<file path="src/rtl/output_port_scheduler.sv">
// output_port_scheduler
//   Per-output-port flit scheduler for the wormhole VC router (one instance per
//   output port). Round-robin arbitration among the input ports requesting this
//   output, filtered by downstream on/off flow control. Drives the crossbar
//   select combinationally and a registered valid_flit toward the next router.
//
//   Optional build macro: PACKET_LOCK_EN
//     defined   -> IDLE/LOCKED FSM keeps the output on one input for a whole
//                  packet (head .. tail).
//     undefined -> flit-level interleaving, no FSM (dbg_locked_o tied to 0).
//
// Ports
//   clk           clock, all state on rising edge
//   rst           asynchronous reset, active-low
//   req_i         [PORT_NUM]      input port p has a flit for this output
//   ds_vc_i       [PORT_NUM][VW]  downstream VC id of port p's flit
//   tail_i        [PORT_NUM]      port p's flit is a tail (or head-tail)
//   on_off_i      [VC_NUM]        downstream VC v can accept a flit
//   grant_o       [PORT_NUM]      one-hot grant, combinational
//   xbar_sel_o    [PW]            index of granted port, 0 when no grant
//   valid_flit_o                  registered: flit launched last cycle
//   ds_vc_o       [VW]            registered: VC id of launched flit
//   stall_o                       registered: starvation indication
//   dbg_ptr_o     [PW]            round-robin pointer (debug)
//   dbg_locked_o                  lock FSM is in LOCKED (debug)
//
// Handshake: a flit moves from input p in cycle T exactly when req_i[p] and
// grant_o[p] are both high in T; req_i is a request that may be held across
// cycles, grant_o is the acceptance and there is no later cancel.
module output_port_scheduler #(
  parameter int PORT_NUM    = 5,
  parameter int VC_NUM      = 2,
  parameter int STALL_LIMIT = 15,
  localparam int PW = (PORT_NUM > 1) ? $clog2(PORT_NUM) : 1,
  localparam int VW = (VC_NUM > 1) ? $clog2(VC_NUM) : 1,
  localparam int SW = $clog2(STALL_LIMIT + 1)
) (
  input  logic                         clk,
  input  logic                         rst,
  input  logic [PORT_NUM-1:0]          req_i,
  input  logic [PORT_NUM-1:0][VW-1:0]  ds_vc_i,
  input  logic [PORT_NUM-1:0]          tail_i,
  input  logic [VC_NUM-1:0]            on_off_i,
  output logic [PORT_NUM-1:0]          grant_o,
  output logic [PW-1:0]                xbar_sel_o,
  output logic                         valid_flit_o,
  output logic [VW-1:0]                ds_vc_o,
  output logic                         stall_o,
  output logic [PW-1:0]                dbg_ptr_o,
  output logic                         dbg_locked_o
);

  logic [PW-1:0]       ptr;
  logic [PW-1:0]       ptr_nxt;
  logic [PORT_NUM-1:0] elig;
  logic [PW-1:0]       scan_idx;
  logic [PW-1:0]       gnt_idx;
  logic                any_gnt;
  logic                count_en;
  logic [SW-1:0]       stall_cnt;
  logic [SW-1:0]       stall_nxt;

`ifdef PACKET_LOCK_EN
  typedef enum logic {IDLE, LOCKED} lock_state_t;
  lock_state_t   state;
  logic [PW-1:0] owner;
  logic          unused_tail;
  assign unused_tail = 1'b0;
`else
  // Packet integrity is the VC allocator's job here, so tail is not needed.
  logic unused_tail;
  assign unused_tail = ^tail_i;
`endif

  always_comb begin
    elig     = '0;
    scan_idx = '0;
    gnt_idx  = '0;
    any_gnt  = 1'b0;
    grant_o  = '0;

    // Gating with rst keeps grant_o low while the block is held in reset.
    // VC ids outside 0..VC_NUM-1 are never eligible.
    for (int p = 0; p < PORT_NUM; p++) begin
      if (req_i[p] && rst && (int'(ds_vc_i[p]) < VC_NUM)) begin
        elig[p] = on_off_i[ds_vc_i[p]];
      end
`ifdef PACKET_LOCK_EN
      if ((state == LOCKED) && (PW'(p) != owner)) begin
        elig[p] = 1'b0;
      end
`endif
    end

    // First eligible port scanning ptr, ptr+1, ... modulo PORT_NUM.
    for (int i = 0; i < PORT_NUM; i++) begin
      scan_idx = PW'((int'(ptr) + i) % PORT_NUM);
      if (!any_gnt && elig[scan_idx]) begin
        any_gnt           = 1'b1;
        gnt_idx           = scan_idx;
        grant_o[scan_idx] = 1'b1;
      end
    end

    ptr_nxt = (gnt_idx == PW'(PORT_NUM - 1)) ? '0 : gnt_idx + 1'b1;

`ifdef PACKET_LOCK_EN
    // While locked only the owner being blocked counts as starvation.
    if (state == LOCKED) count_en = req_i[owner] && !any_gnt;
    else                 count_en = (|req_i) && !any_gnt;
`else
    count_en = (|req_i) && !any_gnt;
`endif

    if (!count_en)                         stall_nxt = '0;
    else if (stall_cnt == SW'(STALL_LIMIT)) stall_nxt = stall_cnt;
    else                                   stall_nxt = stall_cnt + 1'b1;
  end

  assign xbar_sel_o = gnt_idx;
  assign dbg_ptr_o  = ptr;
`ifdef PACKET_LOCK_EN
  assign dbg_locked_o = (state == LOCKED);
`else
  assign dbg_locked_o = 1'b0;
`endif

  always_ff @(posedge clk or negedge rst) begin
    if (!rst) begin
      ptr          <= '0;
      valid_flit_o <= 1'b0;
      ds_vc_o      <= '0;
      stall_cnt    <= '0;
      stall_o      <= 1'b0;
`ifdef PACKET_LOCK_EN
      state        <= IDLE;
      owner        <= '0;
`endif
    end else begin
      valid_flit_o <= any_gnt;
      if (any_gnt) ds_vc_o <= ds_vc_i[gnt_idx];
      stall_cnt <= stall_nxt;
      stall_o   <= (stall_nxt == SW'(STALL_LIMIT));
`ifdef PACKET_LOCK_EN
      // Pointer only advances when a packet completes, so a locked packet
      // does not skew fairness for the next round.
      case (state)
        IDLE: begin
          if (any_gnt) begin
            if (tail_i[gnt_idx]) begin
              ptr <= ptr_nxt;
            end else begin
              state <= LOCKED;
              owner <= gnt_idx;
            end
          end
        end
        LOCKED: begin
          if (any_gnt && tail_i[gnt_idx]) begin
            state <= IDLE;
            ptr   <= ptr_nxt;
          end
        end
        default: state <= IDLE;
      endcase
`else
      if (any_gnt) ptr <= ptr_nxt;
`endif
    end
  end

endmodule

</file>
<file path="config.mk">
export PLATFORM = sky130hd
export DESIGN_NAME = output_port_scheduler
export DESIGN_NICKNAME = d
export VERILOG_FILES = /design/src/rtl/output_port_scheduler.sv
export SDC_FILE = /design/constraint.sdc
export NUM_CORES = 1
export LEC_CHECK = 0
export CORE_MARGIN = 1.5
export CORE_UTILIZATION = 35
export DETAILED_ROUTE_END_ITERATION = 8
export HOLD_SLACK_MARGIN = 0.06
export MAX_ROUTING_LAYER = met4
export PLACE_DENSITY_LB_ADDON = 0.3
export SLEW_MARGIN = 0
export SYNTH_ARGS = -nofsm -noshare
export SYNTH_HDL_FRONTEND = slang
export SYNTH_SLANG_ARGS = --single-unit
</file>
<file path="constraint.sdc">
create_clock -name clk -period 7.3 [get_ports clk]
set_input_delay 0.73 -clock clk [delete_from_list [all_inputs] [get_ports clk]]
set_output_delay 0.73 -clock clk [all_outputs]
set_load 0.03 [all_outputs]
</file>
======== Word-level counts from Yosys, hierarchy flattened ========
Cells that the tools add are included.
storage, ports and cells
  flip-flop bits (word level) ............. 10
  input port bits ......................... 19
  output and inout port bits .............. 15
  logic and storage cells ................. 115
cells by class
  add/subtract/negate cells ............... 6
  div/mod/pow operators ................... 5
  $lt $le $gt $ge ......................... 16
  eq/ne operators ......................... 3
  multiplexer cells ....................... 55
  bitwise gates (word level) .............. 4
  reduce and logical (&&, ||, !) cells .... 21
operators with widths
  cell                                                                                  count
  32-bit by 4-bit modulo with 32-bit output (second input constant)                     4
  4-bit by 4-bit modulo with 32-bit output (second input constant)                      1
  1-bit 2-to-1 mux                                                                      31
  5-bit 2-to-1 mux                                                                      5
  3-bit by 4-bit < comparator with 1-bit output (second input constant)                 6
  5-bit bitwise OR                                                                      4
  1-bit binary-select mux with 3-bit select                                             6
  3-bit 2-to-1 mux                                                                      6
  1-bit demux with 3-bit select                                                         5
  3-bit by 1-bit greater-or-equal comparator with 1-bit output (second input constant)  5
  1-bit logical AND                                                                     15
  1-bit by 2-bit < comparator with 1-bit output (second input constant)                 5
  3-bit by 2-bit adder with 4-bit output (second input constant)                        2
  4-bit == test (second input constant)                                                 2
  4-bit 2-to-1 mux                                                                      2
  1-bit zero test                                                                       5
  5-bit OR reduction                                                                    1
  3-bit by 1-bit adder with 4-bit output (second input constant)                        1
  3-bit by 3-bit adder with 4-bit output (second input constant)                        1
  4-bit by 1-bit adder with 4-bit output (second input constant)                        1
  3-bit by 1-bit adder with 3-bit output (second input constant)                        1
  3-bit == test (second input constant)                                                 1

======== Depth between registers and ports, before layout ========
Gate-level depths: netlist of run 1.
  depth in word-level cells ............... 22
  mapped depth ............................ 21
  gate-level depth less buffers ........... 20

======== Worst setup path after synthesis of run 1 ========
OpenSTA, ideal clock, no wires.
  path type ............................... register -> output
  start point ............................. register ptr[2], in the netlist dbg_ptr_o[2]
  end point ............................... output xbar_sel_o[2]
  arrival ................................. 4.626 ns
  data required time ...................... 6.570 ns
  path slack .............................. 1.944 ns
  stages on the path, launching flop included .. 17
  path buffers ............................ 2
  cell sequence ........................... dfrtp_1 -> buf_2 -> inv_1 -> ha_1 -> clkbuf_1 -> o21a_1 -> a21oi_1 -> xnor2_1 -> ha_1 -> fa_1 -> a21bo_1 -> o31ai_1 -> o31a_1 -> mux2_2 -> a21oi_2 -> nand4_4 -> o2bb2ai_1
between the ends
  longest elaborated chain between the ends .. 16
  elaborated cells between the ends (all ways) .. 36
  classes of those cells .................. 4 x add/sub; 5 x div; 19 x mux; 8 x reduce/logical
RTL lines
  what                                                                                                line  RTL
  from (decl)                                                                                         53    logic [PW-1:0] ptr;
  from (signal assigned)                                                                              167   if (any_gnt) ptr <= ptr_nxt;
  parallel branches: the longest is 15 deep, another holds 32-bit by 4-bit modulo with 32-bit output  --
  3-bit 2-to-1 mux *                                                                                  98    if (!any_gnt && elig[scan_idx]) begin
  to (decl)                                                                                           45    output logic [PW-1:0] xbar_sel_o,
Mark *: on every way between the ends. The select of a mux whose other input is x is not followed.

======== Worst setup path after layout of run 1 ========
  start point ............................. register ptr[1], in the netlist dbg_ptr_o[1]
  end point ............................... output grant_o[3]
between the ends
  longest elaborated chain between the ends .. 16
  elaborated cells between the ends (all ways) .. 65
  classes of those cells .................. 4 x add/sub; 5 x div; 10 x order compare; 29 x mux; 4 x bitwise; 13 x reduce/logical
RTL lines
  what                                                                                                line  RTL
  parallel branches: the longest is 15 deep, another holds 32-bit by 4-bit modulo with 32-bit output  --
  5-bit 2-to-1 mux *                                                                                  98
  to (decl)                                                                                           44    output logic [PORT_NUM-1:0] grant_o,
Marks and branches as above.

==> results of run 1 <==
==> cell families after synthesis <==
kind of cell	count (synthesis)	synth area share [%]
DFF	10	10.3
muxes	20	8.71
AOI/OAI and AO/OA	95	31.6
adders and majority gates	22	11.6
xor gates and xnor gates	10	4.22
other	1	0.154
and+or+nand+nor	116	27.4
buffers and inverters	32	5.92
==> routing by layer <==
metal	share of wire, %	wire, µm	track usage, %
met1	49	3310	27.7
met2	45	3040	28.8
met3	5.7	390	1.43
met4	1.1	77	3.96
met5	0	0	-
==> cells in the final DEF (no fill, tap or decap), types with 6 or more instances in the layout <==
master            n
clkdlybuf4s50_1  27
inv_1            15
o221ai_1          8
ha_1             21
a31oi_1           7
nand2_1          24
o21ai_0          20
nor3_1            7
nand4_1           7
and3_1            6
nor2_1           18
dfrtp_1          10
and2_1            6
xnor2_1           7
a21oi_1           8
nand3_1          10
mux2i_1          14
==> how the worst min path moves through the flow <==
stage | to | depth (start not counted) | startpoint | slack [ns]
6_report | ds_vc_o | 2 | ds_vc_o | 0.55
2_1_floorplan | dbg_ptr_o[0] | 0 | rst | 0.43
3_5_place_dp | ds_vc_o | 2 | ds_vc_o | 0.54
5_1_grt | ds_vc_o | 2 | ds_vc_o | 0.59
3_3_place_gp | ds_vc_o | 2 | ds_vc_o | 0.54
4_1_cts | ds_vc_o | 2 | ds_vc_o | 0.56
==> state kept, by name, summed over array words and instances (netlist names) <==
name          count
dbg_ptr_o         3
stall_o           1
stall_cnt         4
valid_flit_o      1
ds_vc_o           1
==> stage by stage <==
step | hold WS, ns | worst slack (ns) | instance area [µm²]
4_1_cts | 0.561 | 0.853 | 2800
2_1_floorplan | 0.434 | 1.94 | 2430
3_5_place_dp | 0.538 | 1.13 | 2760
3_3_place_gp | 0.535 | 1.18 | 2760
5_1_grt | 0.586 | 0.255 | 2800
6_report | 0.552 | 0.891 | 2800
==> tightest hold or removal path, stage by stage, from the launching register on <==
cell     delay, ns
dfrtp_1       0.35
a22oi_1       0.10
o31ai_4       0.06
==> cell type report <==
cell class,instances,area share [%]
multi-input cells,264,72.6
repair buffers,32,11.0
flip-flops and latches,10,8.93
well taps,80,3.57
inverters,18,2.41
clock buffers,3,1.47
==> results.toml, run 1 <==
[yosys]
ys.flop_type = "dfrtp_1"
avgSynthCellArea_um2 = 7.94
synthesis.instances = 306
ys.warnings.count = 0
synth_cell_types = 81
synthesis.nets = 347
netlist_area_um2 = 2430
yosysTopAreaCell = "ha_1"
async_reset_ff_share_pct = 100
synth.most_common_cell = "nand2_1"
synthTopCellsByArea = "ha_1 11%, dfrtp_1 10%, mux2i_1 5.8%"
yosysTopAreaCellShare_pct = 10.8
yosysSeqAreaShare_pct = 10.3
yosys_register_bits = 10
synthTopCellsByCount = "24 x nand2_1, 21 x ha_1, 20 x o21ai_0, 18 x nor2_1, 15 x inv_1"
synth_edf_count = 0

[timing]
timing.fmax_mhz = 156
report.final.slew_viol_count = 0
finalSetupViolations = 0
fin_tns_setup_ns = 0
period_share_pct = 87.8
hold_violations = 0
skew_ns = 0.00108
worstMarginPinSlew_ns = 0.682
period_minus_slack_ns = 6.41
relSlewSlack_pct = 54.4
rsz0062_at_grt = "no"

[final_layout]
nFillCells = 694
utilization_pct = 41.5
syn2layout_area_growth_pct = 15.4
multi_input_area_um2 = 2030
ff_latch_area_um2 = 250
diodes = 0
nets = 370
stdcell_count = 407
layout-drive-gt1-share_pct = 13.1

[setup_path]
reg2reg_slack_ns = 2.10
crit_family = "buffers and inverters"
critical-path-max-stage-delay_ns = 0.66
startpoint = "dbg_ptr_o[1]"
worstPathArrival_ns = 5.68
path_cells = "buf_4, inv_1, ha_1, xnor2_2, inv_2, ha_1, or2_1, o21ai_1, xnor2_1, ha_1, inv_1, o22ai_1, o22ai_2, mux2i_1, a31oi_1, a22oi_1, nand4_2, nor2_1, a221oi_1, buf_4, inv_1, clkdlybuf4s50_1"
worst-path-stages = 22
critical_path_class = "reg -> out"
critPathMaxFanout = 12
start_kind = "flop"
worstRegToRegCells = 21
endpoint = "grant_o[3]"
r2r-end = "ds_vc_o"
required_ns = 6.57
path_buf_inv = 7
critPathSlowestCell = "clkdlybuf4s50_1"
crit_path_end_kind = "output port"
r2r-start = "dbg_ptr_o[1]"

[clock_tree]
cts_resized = 0
insertion_delay_ns = 0.23
h-tree-depth = 1
ctsHoldBuffers = 0
clock-sinks = 10
cts_made_buffers = 3
cts.clk_slew.worst_paths_ns = 0.04
ctsLongestPathBuffers = 2
cts_tree = "yes"
cts-root-buf = "clkbuf_8"
post_cts_buffers = 0

[floorplan]
core_um2 = 6760
dieArea_um2 = 7450
initial_utilization_pct = 35.9
ios = 34
dieWidth_um = 86.3
die_y_um = 86.3
num_rows = 30

[drt]
vias = 2453
drc_errors = 0
viasPerCell = 6.03
drt_iter0_drc = 158
postRouteAntennaNets = 0
first_pass_iters = 4
drt_wl_total_um = 6810
wl_per_cell_um = 16.7

[global_route]
grt_first_pass_wirelength_um = 11200
grt_max_degree = 32
grt_pass1_vias = 2248
grt.total_usage_pct = 19.0
grt_overflow_total = 0
antenna_found_initial = 0

[job]
drv_cap = 0

[hold_path]
holdCritPathClass = "reg -> reg"

[place]
placed_cells = 404
hpwl_um = 5300
place_congestion = 0.981
portBuffers = 27

[run_status]
status = "finished, final reports clean"
Power of run 1 is not shown: default switching activity piles up to over one toggle a cycle in this logic, so the estimate is an artifact.
==> run 2: changes to the inputs <==
--- a/config.mk
+++ b/config.mk
@@ -11,7 +11,6 @@
 export HOLD_SLACK_MARGIN = 0.06
 export MAX_ROUTING_LAYER = met4
 export PLACE_DENSITY_LB_ADDON = 0.3
-export SLEW_MARGIN = 0
 export SYNTH_ARGS = -nofsm -noshare
 export SYNTH_HDL_FRONTEND = slang
 export SYNTH_SLANG_ARGS = --single-unit
==> results of run 2 <==
No change in the layout: final DEF, timing and power equal those of run 1.
Power of run 2 is left out for the same reason.
==> run 3: changes to the inputs <==
--- a/config.mk
+++ b/config.mk
@@ -7,6 +7,7 @@
 export LEC_CHECK = 0
 export CORE_MARGIN = 1.5
 export CORE_UTILIZATION = 35
+export CTS_CLUSTER_SIZE = 28
 export DETAILED_ROUTE_END_ITERATION = 8
 export HOLD_SLACK_MARGIN = 0.06
 export MAX_ROUTING_LAYER = met4
==> results of run 3 <==
No change in the layout: final DEF, timing and power equal those of run 1.
Power of run 3 is left out for the same reason.
